[src/rtl/uart_rx_if.sv]
// uart_rx serial-in / byte-out bundle: the receiver uses the slave modport,
// and the consumer (board glue or testbench) uses the master modport.
interface uart_rx_if;
  logic       RX_serial;
  logic [7:0] RX_byte;
  logic       RX_DV;
  logic       framing_err;
  logic       busy;

  modport master (output RX_serial, input RX_byte, RX_DV, framing_err, busy);
  modport slave  (input RX_serial, output RX_byte, RX_DV, framing_err, busy);
endinterface

[src/rtl/uart_rx.sv]
// 8N1 UART receiver with mid-bit sampling, a one-cycle RX_DV strobe and framing-error detection.
// Optional macro UART_RX_MAJORITY_EN: each sample is a 2-of-3 vote, and decisions come one cycle later.
module uart_rx #(
  parameter int CLKS_PER_BIT      = 217,
  parameter int HALF_CLKS_PER_BIT = 108
) (
  input  logic     clk,
  input  logic     rst,
  uart_rx_if.slave rx
);

  localparam int CW = $clog2(CLKS_PER_BIT);

`ifdef UART_RX_MAJORITY_EN
  localparam int SAMPLE_LAG = 1;
`else
  localparam int SAMPLE_LAG = 0;
`endif

  localparam logic [CW-1:0] START_PT = CW'(HALF_CLKS_PER_BIT + SAMPLE_LAG);
  localparam logic [CW-1:0] BIT_LAST = CW'(CLKS_PER_BIT - 1);

  typedef enum logic [2:0] {IDLE, START, DATA, STOP, BREAK_WAIT} state_t;

  state_t        state, state_nxt;
  logic          rx_meta, rx_s;
  logic [CW-1:0] count;
  logic [2:0]    bit_idx;
  logic [7:0]    shreg;
  logic [7:0]    rx_byte_q;
  logic          rx_dv_q, framing_err_q;
  logic          sample;
  logic          start_pt, bit_end;
  logic          take_bit, stop_ok, stop_bad, busy;

  always_ff @(posedge clk) begin
    if (rst) begin
      rx_meta <= 1'b1;
      rx_s    <= 1'b1;
    end else begin
      rx_meta <= rx.RX_serial;
      rx_s    <= rx_meta;
    end
  end

`ifdef UART_RX_MAJORITY_EN
  // Two-deep history of rx_s: when count reaches START_PT (one cycle past the
  // nominal point), rx_d2/rx_d1/rx_s hold the values at sample point -1/0/+1.
  logic rx_d1, rx_d2;

  always_ff @(posedge clk) begin
    if (rst) begin
      rx_d1 <= 1'b1;
      rx_d2 <= 1'b1;
    end else begin
      rx_d1 <= rx_s;
      rx_d2 <= rx_d1;
    end
  end

  always_comb sample = (rx_d2 & rx_d1) | (rx_d2 & rx_s) | (rx_d1 & rx_s);
`else
  always_comb sample = rx_s;
`endif

  always_comb begin
    start_pt = (count == START_PT);
    bit_end  = (count == BIT_LAST);
  end

  always_ff @(posedge clk) begin
    if (rst) state <= IDLE;
    else     state <= state_nxt;
  end

  always_comb begin
    state_nxt = state;
    unique case (state)
      IDLE:       if (!rx_s)                      state_nxt = START;
      START:      if (start_pt)                   state_nxt = sample ? IDLE : DATA;
      DATA:       if (bit_end && bit_idx == 3'd7) state_nxt = STOP;
      STOP:       if (bit_end)                    state_nxt = sample ? IDLE : BREAK_WAIT;
      BREAK_WAIT: if (rx_s)                       state_nxt = IDLE;
      default:                                    state_nxt = IDLE;
    endcase
  end

  always_comb begin
    busy     = (state != IDLE);
    take_bit = (state == DATA) && bit_end;
    stop_ok  = (state == STOP) && bit_end && sample;
    stop_bad = (state == STOP) && bit_end && !sample;
  end

  // The counter restarts on every state change and on each data-bit wrap,
  // so the bit spacing stays exactly CLKS_PER_BIT from the start-bit decision.
  always_ff @(posedge clk) begin
    if (rst) begin
      count         <= '0;
      bit_idx       <= '0;
      shreg         <= '0;
      rx_byte_q     <= '0;
      rx_dv_q       <= 1'b0;
      framing_err_q <= 1'b0;
    end else begin
      if (state_nxt != state || bit_end || state == IDLE || state == BREAK_WAIT)
        count <= '0;
      else
        count <= count + 1'b1;

      if (state == START)
        bit_idx <= '0;
      else if (take_bit)
        bit_idx <= bit_idx + 3'd1;

      if (take_bit)
        shreg[bit_idx] <= sample;

      if (stop_ok)
        rx_byte_q <= shreg;
      rx_dv_q       <= stop_ok;
      framing_err_q <= stop_bad;
    end
  end

  assign rx.RX_byte     = rx_byte_q;
  assign rx.RX_DV       = rx_dv_q;
  assign rx.framing_err = framing_err_q;
  assign rx.busy        = busy;

endmodule

[src/flat_wrapper.sv]
// flat-port wrapper written by rule: the top's interface ports become plain ports
module uart_rx_flat 
#(
  parameter int CLKS_PER_BIT      = 217,
  parameter int HALF_CLKS_PER_BIT = 108
)
  (clk, rst, rx_RX_serial, rx_RX_byte, rx_RX_DV, rx_framing_err, rx_busy);
  uart_rx_if rx_i ();
  input  logic clk;
  input  logic rst;
  input wire logic [$bits(rx_i.RX_serial)-1:0] rx_RX_serial;
  output wire logic [$bits(rx_i.RX_byte)-1:0] rx_RX_byte;
  output wire logic [$bits(rx_i.RX_DV)-1:0] rx_RX_DV;
  output wire logic [$bits(rx_i.framing_err)-1:0] rx_framing_err;
  output wire logic [$bits(rx_i.busy)-1:0] rx_busy;
  assign rx_i.RX_serial = rx_RX_serial;
  assign rx_RX_byte = rx_i.RX_byte;
  assign rx_RX_DV = rx_i.RX_DV;
  assign rx_framing_err = rx_i.framing_err;
  assign rx_busy = rx_i.busy;
  uart_rx #(.CLKS_PER_BIT(CLKS_PER_BIT), .HALF_CLKS_PER_BIT(HALF_CLKS_PER_BIT)) u_core (.clk(clk), .rst(rst), .rx(rx_i));
endmodule
[config.mk]
export PLATFORM = sky130hd
export DESIGN_NAME = uart_rx_flat
export DESIGN_NICKNAME = d
export VERILOG_FILES = /design/src/rtl/uart_rx_if.sv /design/src/rtl/uart_rx.sv /design/src/flat_wrapper.sv
export SDC_FILE = /design/constraint.sdc
export NUM_CORES = 1
export LEC_CHECK = 0
export ABC_AREA = 1
export CORE_MARGIN = 3
export CORE_UTILIZATION = 51
export CTS_BUF_LIST = sky130_fd_sc_hd__clkbuf_8 sky130_fd_sc_hd__clkbuf_16
export CTS_CLUSTER_SIZE = 10
export DETAILED_ROUTE_END_ITERATION = 8
export GPL_TIMING_DRIVEN = 1
export PLACE_DENSITY = 0.83
export REMOVE_ABC_BUFFERS = 1
export SLEW_MARGIN = 20
export SYNTH_ARGS = -nofsm -noshare
export SYNTH_HDL_FRONTEND = slang
export SYNTH_SLANG_ARGS = --single-unit
[constraint.sdc]
create_clock -name clk -period 2.81 [get_ports clk]
set_input_delay 0.562 -clock clk [delete_from_list [all_inputs] [get_ports clk]]
set_output_delay 0.562 -clock clk [all_outputs]
set_load 0.005 [all_outputs]
* Yosys cells after proc, flatten, opt, wreduce, memory -nomap -nowiden
Cells that the tools add are included.
** Storage, ports and cells
- Flip-flop bits (word level) :: 34
- Output and inout bits :: 11
- Word-level logic and storage cells :: 46
** Operators by class
- Add/subtract/negate cells :: 2
- Order comparisons :: 2
- Equality and inequality tests :: 8
- Multiplexer cells :: 11
- Reduce and logical (&&, ||, !) cells :: 14
** Operator list (count)
- $mux 3 :: 6
- $pmux 3 s5 :: 1
- $add 8x1->8 const B :: 1
- $bwmux 8 :: 1
- $eq 8x7->1 const B :: 1
- $eq 8x8->1 const B :: 1
- $eq 3x2->1 const B :: 2
- $eq 3x3->1 const B :: 2
- $logic_and 1x1->1 :: 6
- $lt 3x4->1 const B :: 1
- $reduce_or 2->1 :: 2
- $add 3x1->3 const B :: 1
- $demux 1 s3 :: 1
- $eq 3x1->1 const B :: 1
- $ge 3x1->1 const B :: 1
- $logic_not 3->1 :: 1
- $logic_or 1x1->1 :: 3
- $ne 3x3->1 :: 1
- $reduce_bool 3->1 :: 1
- $mux 2 :: 1
- $logic_not 1->1 :: 1
- $mux 1 :: 1

* Depth between registers and ports, before layout
- Depth in word-level cells :: 9
- Gate-level depth with buffers :: 11
- Depth with buffers taken out :: 11

* Worst setup path after synthesis
Ideal clock, no wire load.
- Path type :: register to register
- Start :: reg u_core.count[0]
- End :: reg u_core.rx_byte_q[6], in the netlist u_core.rx.RX_byte[6]
- Library setup time :: 0.115 ns
- Arrival time :: 1.235 ns
- Path slack :: 1.460 ns
- Stages on the path, launching flop included :: 9
- Buffers on the path :: 1
- Period minus slack after synthesis :: 1.350 ns
- Cell sequence :: dfxtp_1 -> inv_1 -> ha_1 -> nand3_1 -> nor2_4 -> nand3_2 -> buf_6 -> o21ai_2 -> a21oi_2
** On the way
- Word-level cells in the longest chain between the ends :: 3
** Ends and longest elaborated chain
- start, declared :: line uart_rx.sv:27 : logic [CW-1:0] count;
- start signal, assigned :: line uart_rx.sv:109 : count <= count + 1'b1;
- $eq 8x8->1 :: line uart_rx.sv:68 : bit_end = (count == BIT_LAST);
- $logic_and 1x1->1 (2 in a row) :: line uart_rx.sv:91 : stop_ok = (state == STOP) && bit_end && sample;
- end signal, assigned :: line uart_rx.sv:120 : rx_byte_q <= shreg;
- end, declared :: line uart_rx.sv:30 : logic [7:0] rx_byte_q;
Every way passes these cells.
A chain may end at the register's enable or synchronous reset.

* Worst setup path in the final report
- Start :: reg u_core.state[1]
- End :: out rx_busy
** On the way
- Word-level cells in the longest chain between the ends :: 1
** Ends and longest elaborated chain
- start, declared :: line uart_rx.sv:25 : state_t state, state_nxt;
- start signal, assigned :: line uart_rx.sv:73 : else state <= state_nxt;
- $reduce_bool 3->1 :: line uart_rx.sv:89 : busy = (state != IDLE);
- end, declared :: line flat_wrapper.sv:15 : output wire logic [$bits(rx_i.busy)-1:0] rx_busy;
Every way passes these cells.

==> run summary <==
outcome - finished, final reports clean
DRT Pass-1 Iters - 4
fin cells - 246
Port Buf Inserts - 13
initial drt markers - 59
sequential share of the synthesized area - 43.1%
number of synthesized register bits - 34
static leakage - 0.742 nW
remaining global-route overflow - 0
Max VDD drop - 0.302 mV
post_cts resized - 0
clock transition at the registers of the reported paths - 0.06 ns
Worst R2R Path Depth - 7
multi-input combinational cell area - 749 um2
critical path class - reg -> out
CTS tree - yes
worst slew pin tran - 0.440 ns
row count - 19
number of setup buffers added after CTS - 0
Die H - 61.7 um
hold crit path type - reg -> reg
pin count of the biggest net entering global routing - 19
Starting Density - 55.4%
Final min period - 2.03 ns
post-synthesis cell type count - 28
unrepaired setup endpoints after global routing - no
Syn Inst Count - 197
Final Hold Viols - 0
core area - 0.00285 mm2
Pwr Density - 513 mW/mm2
vias in the first global route - 1,109
count leader, synth - dfxtp_1
filler cell count - 248
Commonest cells post-synth - dfxtp_1 (34), inv_1 (33), nand2_1 (20), a21oi_1 (19), nor2_2 (19)
total number of vias - 1,243
Syn Std Cell Area - 0.00158 mm2
max-slew violation count - 0
synth warn - 0
Root Driver - clkbuf_8
Total Power - 0.000943 W
ANT nets after route - 0
Syn-to-layout area delta - 16.2%
H-tree levels - 2
# nets final - 221
# diodes - 0
DP Wirelength - 1.90 mm
f_max - 493 MHz
ys flop type - dfxtp_1
Synth area leader - dfxtp_1
cell count after placement - 238
proportion of layout cells with a drive suffix above 1 - 20.0%
Longest Clk Path Bufs - 2
Max-Cap Viols - 0
CTS Buf Count - 5
Synth top area share - 43.1%
Final Util - 64.4%
CTS sink count - 34
global-route wire length before repair - 4.70 mm
worst clock skew - 0.00492 ns
Ports - 14
Worst Setup End Kind - output port
crit-path max cell delay - 0.47 ns
crit path DAT - 1.47 ns
Setup violations, final - 0
gr usage total - 17.1%
Worst-Skew Late Latency - 0.29 ns
mean routed wirelength per cell - 10.8 um
syn avg cell area - 8.02 um2
Slew HR - 70.6%
Hold Path Cell Cnt - 1
Reg area - 681 um2
hold buffer count at CTS - 0
GPL Wtd Cong - 0.930
Setup TNS - 0 ns
CP Cell Sequence - nor2_1 -> nand2_1 -> clkdlybuf4s50_1
highest-delay cell along the critical path - clkdlybuf4s50_1
cells taking the most area after synthesis - dfxtp_1 (43%), inv_1 (7.8%), nor2_2 (7.5%), a21oi_1 (6.0%), o21ai_0 (5.1%)
asr flop ratio synth - 0%
Die Wd - 61.7 um
number of synthesized flops with an enable pin - 0
Vias/cell - 5.05
die footprint - 0.00380 mm2
WL final - 2.66 mm
CP Max Fanout - 5
drt drc - 0
antenna violations before repair - 0
Final Cycle Share - 72.1%
crit start category - flip-flop
Worst Path Required - 2.25 ns
worst max-delay path: cells and delay by family, from the launching register on:
family / cells / cell delay [ns]
DFF: 1 / 0.36
buffers and inverters: 1 / 0.47
and+or+nand+nor: 2 / 0.36
routing by layer:
| metal | vias up | share of wire (%) | global-route usage (%) |
|---|---|---|---|
| met3 | 6 | 7.9 | 6.29 |
| li1 | 657 | - | - |
| met2 | 33 | 41 | 23.9 |
| met5 | - | 0 | 0 |
| met1 | 547 | 49 | 23.4 |
| met4 | 0 | 1.9 | 7.88 |
worst paths after layout:
path                                                 start  slack (ns)                           endpoint
worst min-delay path             u_core.rx_meta$_SDFF_PP1_        0.41             u_core.rx_s$_SDFF_PP1_
worst max register to register  u_core.count[0]$_SDFF_PP0_        1.15  u_core.rx.RX_byte[5]$_SDFFE_PP0P_
worst min register to register   u_core.rx_meta$_SDFF_PP1_        0.41             u_core.rx_s$_SDFF_PP1_
worst max-delay path            u_core.state[1]$_SDFF_PP0_        0.78                            rx_busy
layout make-up:
type	instances	area share, %
Clock buffer	5	3.75
Clock inverter	3	2.04
Tap cell	31	2.11
Timing Repair Buffer	13	7.08
Sequential cell	34	37.1
Inverter	35	7.15
Multi-Input combinational cell	125	40.8
cells by family (layout without fill, tap and decap cells):
| group | after synthesis | after routing | synth area share [%] |
|---|---|---|---|
| XOR/XNOR | 6 | 6 | 3.33 |
| AND/OR/NAND/NOR | 73 | 73 | 26.7 |
| adder cells (fa/ha/maj) | 4 | 4 | 3.17 |
| buffers and inverters | 38 | 56 | 9.50 |
| flip-flops | 34 | 34 | 43.1 |
| AO/OA/AOI/OAI | 42 | 42 | 14.3 |
sequential cells by signal, indices dropped and copies added, names as in the netlist:
name	count
u_core.rx_s	1
u_core.rx.RX_DV	1
u_core.count	8
u_core.rx_meta	1
u_core.bit_idx	3
u_core.shreg	8
u_core.rx.framing_err	1
u_core.rx.RX_byte	8
u_core.state	3
cell usage in the layout, fill, tap and decap left out, types with 2 or more instances in the layout:
cell type        synthesis  final
nor3_1                   3      3
dfxtp_1                 34     34
nand4_1                  2      2
nand2_2                  2      2
nand3_1                  8      8
clkbuf_8                 0      5
inv_2                    2      2
a21oi_2                  2      2
nand2_4                  3      3
o21ai_1                  2      2
nor2_2                  19     19
inv_1                   33     35
ha_1                     4      4
o21ai_0                 16     16
nand2_1                 20     20
a21oi_1                 19     19
nor2_1                   8      8
xnor2_1                  3      3
or2_2                    2      2
nor3_2                   3      3
clkdlybuf4s50_1          0     13
xor2_1                   3      3
power breakdown:
part	switching, W	leakage (nW)	internal, W	total [W]
clock	0.000166	0.0607	0.000258	0.000424
combinational	0.0000198	0.407	0.0000117	0.0000315
sequential	0.00000276	0.274	0.000484	0.000487
total	0.000189	0.742	0.000754	0.000943
through the flow:
step	cell area (um2)	hold slack (ns)	worst slack [ns]
floorplan	1560	0.389	1.41
global placement	1730	0.397	0.898
detailed placement	1730	0.395	0.871
CTS	1840	0.411	0.782
global route	1840	0.426	0.696
finish	1840	0.408	0.783
Note: power is estimated with default switching activity, not from simulation.
